[config.mk]
export PLATFORM = sky130hd
export DESIGN_NAME = instr_encoder
export DESIGN_NICKNAME = d
export VERILOG_FILES = /design/src/rtl/isa_pkg.sv /design/src/rtl/instr_encode_word.sv /design/src/rtl/instr_encoder.sv
export SDC_FILE = /design/constraint.sdc
export NUM_CORES = 1
export LEC_CHECK = 0
export CORE_ASPECT_RATIO = 0.75
export CORE_MARGIN = 2
export CORE_UTILIZATION = 47
export CTS_CLUSTER_SIZE = 28
export DETAILED_ROUTE_END_ITERATION = 10
export PLACE_DENSITY = 0.89
export SLEW_MARGIN = 20
export SYNTH_ARGS = -nofsm -noshare
export SYNTH_HDL_FRONTEND = slang
export SYNTH_HIERARCHICAL = 1
export SYNTH_SLANG_ARGS = --single-unit
[constraint.sdc]
create_clock -name clk -period 2.12 [get_ports clk]
set_input_delay 0.212 -clock clk [delete_from_list [all_inputs] [get_ports clk]]
set_output_delay 0.212 -clock clk [all_outputs]
set_load 0.01 [all_outputs]
[src/rtl/isa_pkg.sv]
// Shared ISA definitions: opcodes, condition/sub-op codes, error codes, encoder states.
// Latency: n/a (types, constants and one pure function only).
// Backpressure: n/a.
package isa_pkg;

  localparam int WORD_W = 9;

  typedef enum logic [2:0] {
    OP_STR    = 3'b000,
    OP_LDR    = 3'b001,
    OP_MOV    = 3'b010,
    OP_SHIFT  = 3'b011,
    OP_SADDTO = 3'b100,
    OP_JUMP   = 3'b101,
    OP_XOR    = 3'b110,
    OP_AND    = 3'b111
  } opcode_t;

  // JUMP sub-field: 0000 is the register compare form, the rest are branch / ALU conditions
  typedef enum logic [3:0] {
    CC_CMP  = 4'b0000,
    CC_BLE  = 4'b0100,
    CC_BLT  = 4'b0101,
    CC_BEQ  = 4'b0110,
    CC_BNE  = 4'b0111,
    CC_BGE  = 4'b1000,
    CC_BGT  = 4'b1010,
    CC_BR   = 4'b1011,
    CC_ADD1 = 4'b1100,
    CC_ADD2 = 4'b1101,
    CC_SUB1 = 4'b1110,
    CC_BOF  = 4'b1111
  } cond_t;

  typedef enum logic [1:0] {
    SA_ADD  = 2'd0,
    SA_SUB  = 2'd1,
    SA_COPY = 2'd2,
    SA_ABS  = 2'd3
  } saddto_op_t;

  typedef enum logic [1:0] {
    ERR_NONE   = 2'd0,
    ERR_RANGE  = 2'd1,
    ERR_BADSUB = 2'd2,
    ERR_FULL   = 2'd3
  } err_code_t;

  typedef enum logic [1:0] {
    ST_IDLE = 2'd0,
    ST_RUN  = 2'd1,
    ST_FULL = 2'd2
  } encoder_state_t;

  // True for every JUMP sub value that has a defined meaning (compare form included)
  function automatic logic cond_legal(input logic [3:0] sub);
    logic ok;
    ok = 1'b0;
    case (sub)
      CC_CMP, CC_BLE, CC_BLT, CC_BEQ, CC_BNE, CC_BGE,
      CC_BGT, CC_BR, CC_ADD1, CC_ADD2, CC_SUB1, CC_BOF: ok = 1'b1;
      default: ok = 1'b0;
    endcase
    return ok;
  endfunction

endpackage

[src/rtl/instr_encode_word.sv]
// Packs symbolic instruction fields into a 9-bit word and flags illegal field combinations.
// Latency: 0 cycles (purely combinational).
// Backpressure: none; the caller decides when the result is consumed.
module instr_encode_word
  import isa_pkg::*;
(
  input  logic [2:0]        op,
  input  logic [3:0]        sub,
  input  logic [1:0]        rd,
  input  logic [1:0]        ra,
  input  logic [1:0]        rb,
  input  logic [3:0]        imm,
  output logic [WORD_W-1:0] word,
  output err_code_t         err
);

  // Left shifts are stored as the two's-complement of the amount; 8 maps to 1000
  logic [3:0] neg_imm;
  assign neg_imm = ~imm + 4'd1;

  // Per-opcode field packing and legality check; opcode always occupies bits [8:6]
  always_comb begin
    word = {op, 6'b0};
    err  = ERR_NONE;
    case (opcode_t'(op))
      OP_STR, OP_LDR: begin
        word[5:0] = {rd, ra, imm[1:0]};
        if (imm > 4'd3) err = ERR_RANGE;
      end
      OP_MOV: begin
        word[5:0] = {rd, imm};
      end
      OP_SHIFT: begin
        if (sub[0]) begin
          // Left 0 yields 0000, i.e. the same word as right 0
          word[5:0] = {rd, neg_imm};
          if (imm > 4'd8) err = ERR_RANGE;
        end else begin
          word[5:0] = {rd, imm};
          if (imm > 4'd7) err = ERR_RANGE;
        end
      end
      OP_SADDTO: begin
        word[5:0] = {sub[1:0], rd, rb};
        if (sub[3:2] != 2'b00) err = ERR_BADSUB;
      end
      OP_JUMP: begin
        if (sub == CC_CMP) begin
          word[5:0] = {2'b00, ra, rb};
        end else begin
          word[5:0] = {sub, rb};
          if (!cond_legal(sub)) err = ERR_BADSUB;
        end
      end
      OP_XOR, OP_AND: begin
        word[5:0] = {rd, ra, rb};
      end
    endcase
  end

endmodule

[src/rtl/instr_encoder.sv]
// Accepts instruction requests, encodes them and writes legal words to imem at an incrementing address.
// Latency: 1 cycle from accept to imem write or error pulse; one request per cycle sustained.
// Backpressure: req_ready is high only in RUN; FULL drops ready and pulses one FULL error.
module instr_encoder
  import isa_pkg::*;
#(
  parameter int ADDR_W = 8,
  parameter int DEPTH  = 256
) (
  input  logic              clk,
  input  logic              reset,
  input  logic              start,
  input  logic [ADDR_W-1:0] start_addr,
  input  logic              req_valid,
  output logic              req_ready,
  input  logic [2:0]        req_op,
  input  logic [3:0]        req_sub,
  input  logic [1:0]        req_rd,
  input  logic [1:0]        req_ra,
  input  logic [1:0]        req_rb,
  input  logic [3:0]        req_imm,
  output logic              imem_we,
  output logic [ADDR_W-1:0] imem_addr,
  output logic [8:0]        imem_wdata,
  output logic              err_valid,
  output logic [1:0]        err_code,
  output logic [ADDR_W:0]   word_count,
  output logic              done
);

  localparam logic [ADDR_W:0]   LAST_CNT = (ADDR_W+1)'(DEPTH - 1);
  localparam logic [ADDR_W:0]   CNT_ONE  = 1;
  localparam logic [ADDR_W-1:0] ADDR_ONE = 1;
  localparam logic [ADDR_W-1:0] TOP_ADDR = '1;

  encoder_state_t    state, state_nxt;
  logic [ADDR_W-1:0] wr_addr;
  logic              full_err_sent;
  logic [8:0]        enc_word;
  err_code_t         enc_err;
  logic              accept, legal_acc, illegal_acc, last_slot, start_ok, full_err_fire;
  logic              we_q, err_vld_q;
  err_code_t         err_code_q;

  instr_encode_word u_enc (
    .op   (req_op),
    .sub  (req_sub),
    .rd   (req_rd),
    .ra   (req_ra),
    .rb   (req_rb),
    .imm  (req_imm),
    .word (enc_word),
    .err  (enc_err)
  );

  assign req_ready     = (state == ST_RUN);
  assign accept        = req_valid && req_ready;
  assign legal_acc     = accept && (enc_err == ERR_NONE);
  assign illegal_acc   = accept && (enc_err != ERR_NONE);
  // Last slot of the run, either by depth or by hitting the top of the address space
  assign last_slot     = (word_count == LAST_CNT) || (wr_addr == TOP_ADDR);
  assign start_ok      = start && (state != ST_RUN);
  assign full_err_fire = (state == ST_FULL) && req_valid && !full_err_sent && !start;
  assign done          = (state == ST_FULL);
  // Registered strobes are masked while reset is held so an in-flight write never lands
  assign imem_we       = we_q && !reset;
  assign err_valid     = err_vld_q && !reset;
  assign err_code      = err_code_q;

  // Next-state logic: start leaves IDLE/FULL, filling the last slot enters FULL
  always_comb begin
    state_nxt = state;
    case (state)
      ST_IDLE: if (start) state_nxt = ST_RUN;
      ST_RUN:  if (legal_acc && last_slot) state_nxt = ST_FULL;
      ST_FULL: if (start) state_nxt = ST_RUN;
      default: state_nxt = ST_IDLE;
    endcase
  end

  // State register
  always_ff @(posedge clk) begin
    if (reset) state <= ST_IDLE;
    else       state <= state_nxt;
  end

  // Write address, word count and the one-shot FULL error flag
  always_ff @(posedge clk) begin
    if (reset) begin
      wr_addr       <= '0;
      word_count    <= '0;
      full_err_sent <= 1'b0;
    end else if (start_ok) begin
      wr_addr       <= start_addr;
      word_count    <= '0;
      full_err_sent <= 1'b0;
    end else begin
      if (legal_acc) begin
        wr_addr    <= wr_addr + ADDR_ONE;
        word_count <= word_count + CNT_ONE;
      end
      if (full_err_fire) full_err_sent <= 1'b1;
    end
  end

  // Output register stage: one-cycle write strobe or error pulse per accepted request
  always_ff @(posedge clk) begin
    if (reset) begin
      we_q       <= 1'b0;
      err_vld_q  <= 1'b0;
      err_code_q <= ERR_NONE;
      imem_addr  <= '0;
      imem_wdata <= '0;
    end else begin
      we_q      <= legal_acc;
      err_vld_q <= illegal_acc || full_err_fire;
      if (illegal_acc)        err_code_q <= enc_err;
      else if (full_err_fire) err_code_q <= ERR_FULL;
      else                    err_code_q <= ERR_NONE;
      if (legal_acc) begin
        imem_addr  <= wr_addr;
        imem_wdata <= enc_word;
      end
    end
  end

endmodule

==> flow_metrics.py <==
metrics = {
    "drt": {
        "drtIter0Drc": 137,
        "wl_per_cell_um": 13.79,
        "vias": 2107,
        "firstDrtPassIters": 4,
        "ant_nets": 0,
        "vias_per_cell": 5.321,
        "drc": 0,
        "routed_wl_um": 5461,
    },
    "floorplan": {
        "start_util": 0.4796,
        "fp.dieH_um": 61.95,
        "io_pins": 61,
        "dieArea_mm2": 0.005034,
        "die_width_um": 81.27,
        "core_area_mm2": 0.004388,
        "fp-row-count": 21,
    },
    "cells_and_area": {
        "area_growth_pct": 43.46,
        "antennaDiodeCount": 0,
        "final_area_mm2": 0.003019,
        "post-route-util": 0.6881,
        "final_net_count": 372,
        "instances_no_fill": 396,
        "drive_gt1_frac": 0.1504,
    },
    "run": {
        "maxCapViolCount": 0,
    },
    "logic_synthesis": {
        "ys.flop_type": "dfxtp_1",
        "ys_seq_elements": 41,
        "yosys.cell_types.count": 49,
        "yosys-top-cells-count": "52 x nand2_1, 41 x dfxtp_1, 30 x a21oi_1",
        "avgSynthCellArea_um2": 8.157,
        "synth_most_common_cell": "nand2_1",
        "async_flop_share": 0,
        "syn_nets": 291,
        "yosysTopAreaCell": "dfxtp_1",
        "yosysSeqAreaShare": 0.3900,
        "synth_edf_count": 0,
        "yosysWarningCount": 6,
        "netlist_area_mm2": 0.002105,
        "yosys-top-cells-area": "dfxtp_1 39%, nand2_1 9.3%, a21oi_1 7.1%",
        "syn_inst": 258,
        "synth_top_area_frac": 0.3900,
    },
    "clock_network": {
        "cts_sinks": 41,
        "cts_hold_buf": 0,
        "cts_tree": "done",
        "cts-root-buf": "clkbuf_8",
        "postCtsSetupBuffers": 0,
        "clk_path_buf_depth": 2,
        "clk_pin_slew_ns": 0.08,
        "clock_latency_ns": 0.29,
        "htree_levels": 2,
        "cts_resized": 0,
        "cts_buffers": 5,
    },
    "grt": {
        "grt_pass1_vias": 2042,
        "grt_overflow": 0,
        "grt_usage": 0.2360,
        "grt_pass1_wl_um": 8997,
        "grt_start_max_net_pins": 21,
        "antenna_found_initial": 0,
    },
    "critical_path": {
        "critPathBufInv": 3,
        "cp_data_required_time_ns": 2.29,
        "cp_max_fo": 6,
        "crit_arrival_ns": 2.17,
        "cp-end-kind": "flop",
        "path_cells": "clkdlybuf4s50_1, inv_1, ha_1, nand3b_1, nand3_1, a21oi_1, or2_4, buf_4, nor4_1, xnor2_1, nor2_1",
        "critPathTopFamily": "simple AND/OR/NAND/NOR gates",
        "worst_setup_path_start_kind": "primary input",
        "critPathMaxStageDelay_ns": 0.44,
        "critPathSlowestCell": "clkdlybuf4s50_1",
        "setup.worst_path.class": "in2reg",
    },
    "timing": {
        "finalHoldViolCount": 0,
        "slew_headroom": 0.7452,
        "drv_slew": 0,
        "setup_ws_ns": 0.1228,
        "max_freq_ghz": 0.5007,
        "worst_pin_slew_ns": 0.3787,
        "min_period_over_period": 0.9421,
        "setup_viol": 0,
        "rsz0062_at_grt": "false",
        "timing.final.crit_period_ns": 1.997,
        "finalClockSkew_ns": 0.004911,
    },
    "place": {
        "hpwl_um": 4249,
        "dpl_worst_slack_ns": -0.2887,
        "dp.cells": 389,
        "place_area_mm2": 0.002919,
        "place_congestion": 0.7875,
        "io_buffer_count": 60,
    },
    "run_status": {
        "outcome": "finished clean",
    },
    "power": {
        "p_leak_nw": 1.125,
        "powerDensity_mw_per_mm2": 559.7,
        "irDropWorstVdd_mv": 0.4456,
        "finalPower_mw": 1.690,
    },
    "min_path": {
        "hp-class": "reg2reg",
    },
}
-- cells in the final DEF, fill, tap and decap left out, types with 2 or more instances in the layout --
master           count
o21ai_1              6
a22oi_1              2
inv_1                8
dfxtp_1             41
xnor2_1             10
nand3b_1             4
a21oi_1             30
ha_1                 4
clkdlybuf4s50_1     60
nor2b_1              3
a211oi_1             3
nor3_1               4
a211oi_2             2
nand3_1              9
a31o_2               2
mux2i_1              6
clkbuf_8             6
nor2_1              18
o21ai_0              3
nand4_1              4
nand2_1             52
and2_1               2
nor4_1               3
buf_4               29
-- cell type report --
class	count	area (µm²)
sequential	41	820.8
tap	57	71.32
fill	331	1369
multi-input combinational	193	1172
inverter	8	30.03
timing repair buffer	90	838.3
clock buffer	7	86.33
-- cell families (layout without fill, tap and decap cells) --
logic type	Yosys count	count (layout)	share of synthesized area
adder cells (fa/ha/maj)	4	4	0.02378
flip-flops	41	41	0.3900
AO/OA/AOI/OAI	59	59	0.1784
AND/OR/NAND/NOR	113	113	0.2741
buffers and inverters	24	105	0.05945
XOR/XNOR	11	11	0.04578
multiplexers	6	6	0.02854
-- tightest hold or removal path: cells and delay by family, from the launching register on --
kind	cells	cell delay [ns]
flops	1	0.31
simple gates	1	0.05
compound gates	1	0.05
-- through the flow --
| stage | hold slack [ns] | TNS [ns] |
|---|---|---|
| 5_1_grt | 0.4708 | 0 |
| 6_report | 0.4551 | 0 |
| 4_1_cts | 0.4564 | 0 |
| 2_1_floorplan | 0.3489 | 0 |
| 3_3_place_gp | 0.4399 | -1.688 |
| 3_5_place_dp | 0.4461 | -4.601 |
-- path summary, 6_finish.rpt --
check | startpoint | to | slack [ns] | cells past startpoint
worst min-delay path | imem_addr[6] | imem_addr[6] | 0.46 | 2
worst max register to register | state[0] | word_count[8] | 0.53 | 4
worst min register to register | imem_addr[6] | imem_addr[6] | 0.46 | 2
worst max-delay path | req_imm[0] | word_count[5] | 0.12 | 11
-- layer usage --
metal | wire length (µm) | track usage | share of wire
met3 | 300 | 0.06214 | 0.055
met5 | 0 | 0 | 0
met2 | 2570 | 0.4087 | 0.47
met1 | 2555 | 0.2904 | 0.47
met4 | 34 | 0.07990 | 0.0062
-- sequential cells by signal (all words and copies together) (netlist names) --
register and flops:
we_q 1, imem_addr 8, full_err_sent 1, err_code 2, wr_addr 8, word_count 9, state 2, err_vld_q 1
imem_wdata 9
-- report_power, final --
part,switching (mW),internal [mW],leakage (nW)
registers,0.0284,0.799,0.333
clock network,0.261,0.258,0.0443
logic,0.163,0.181,0.748
total,0.452,1.24,1.12
(Power assumes the default switching activity.)
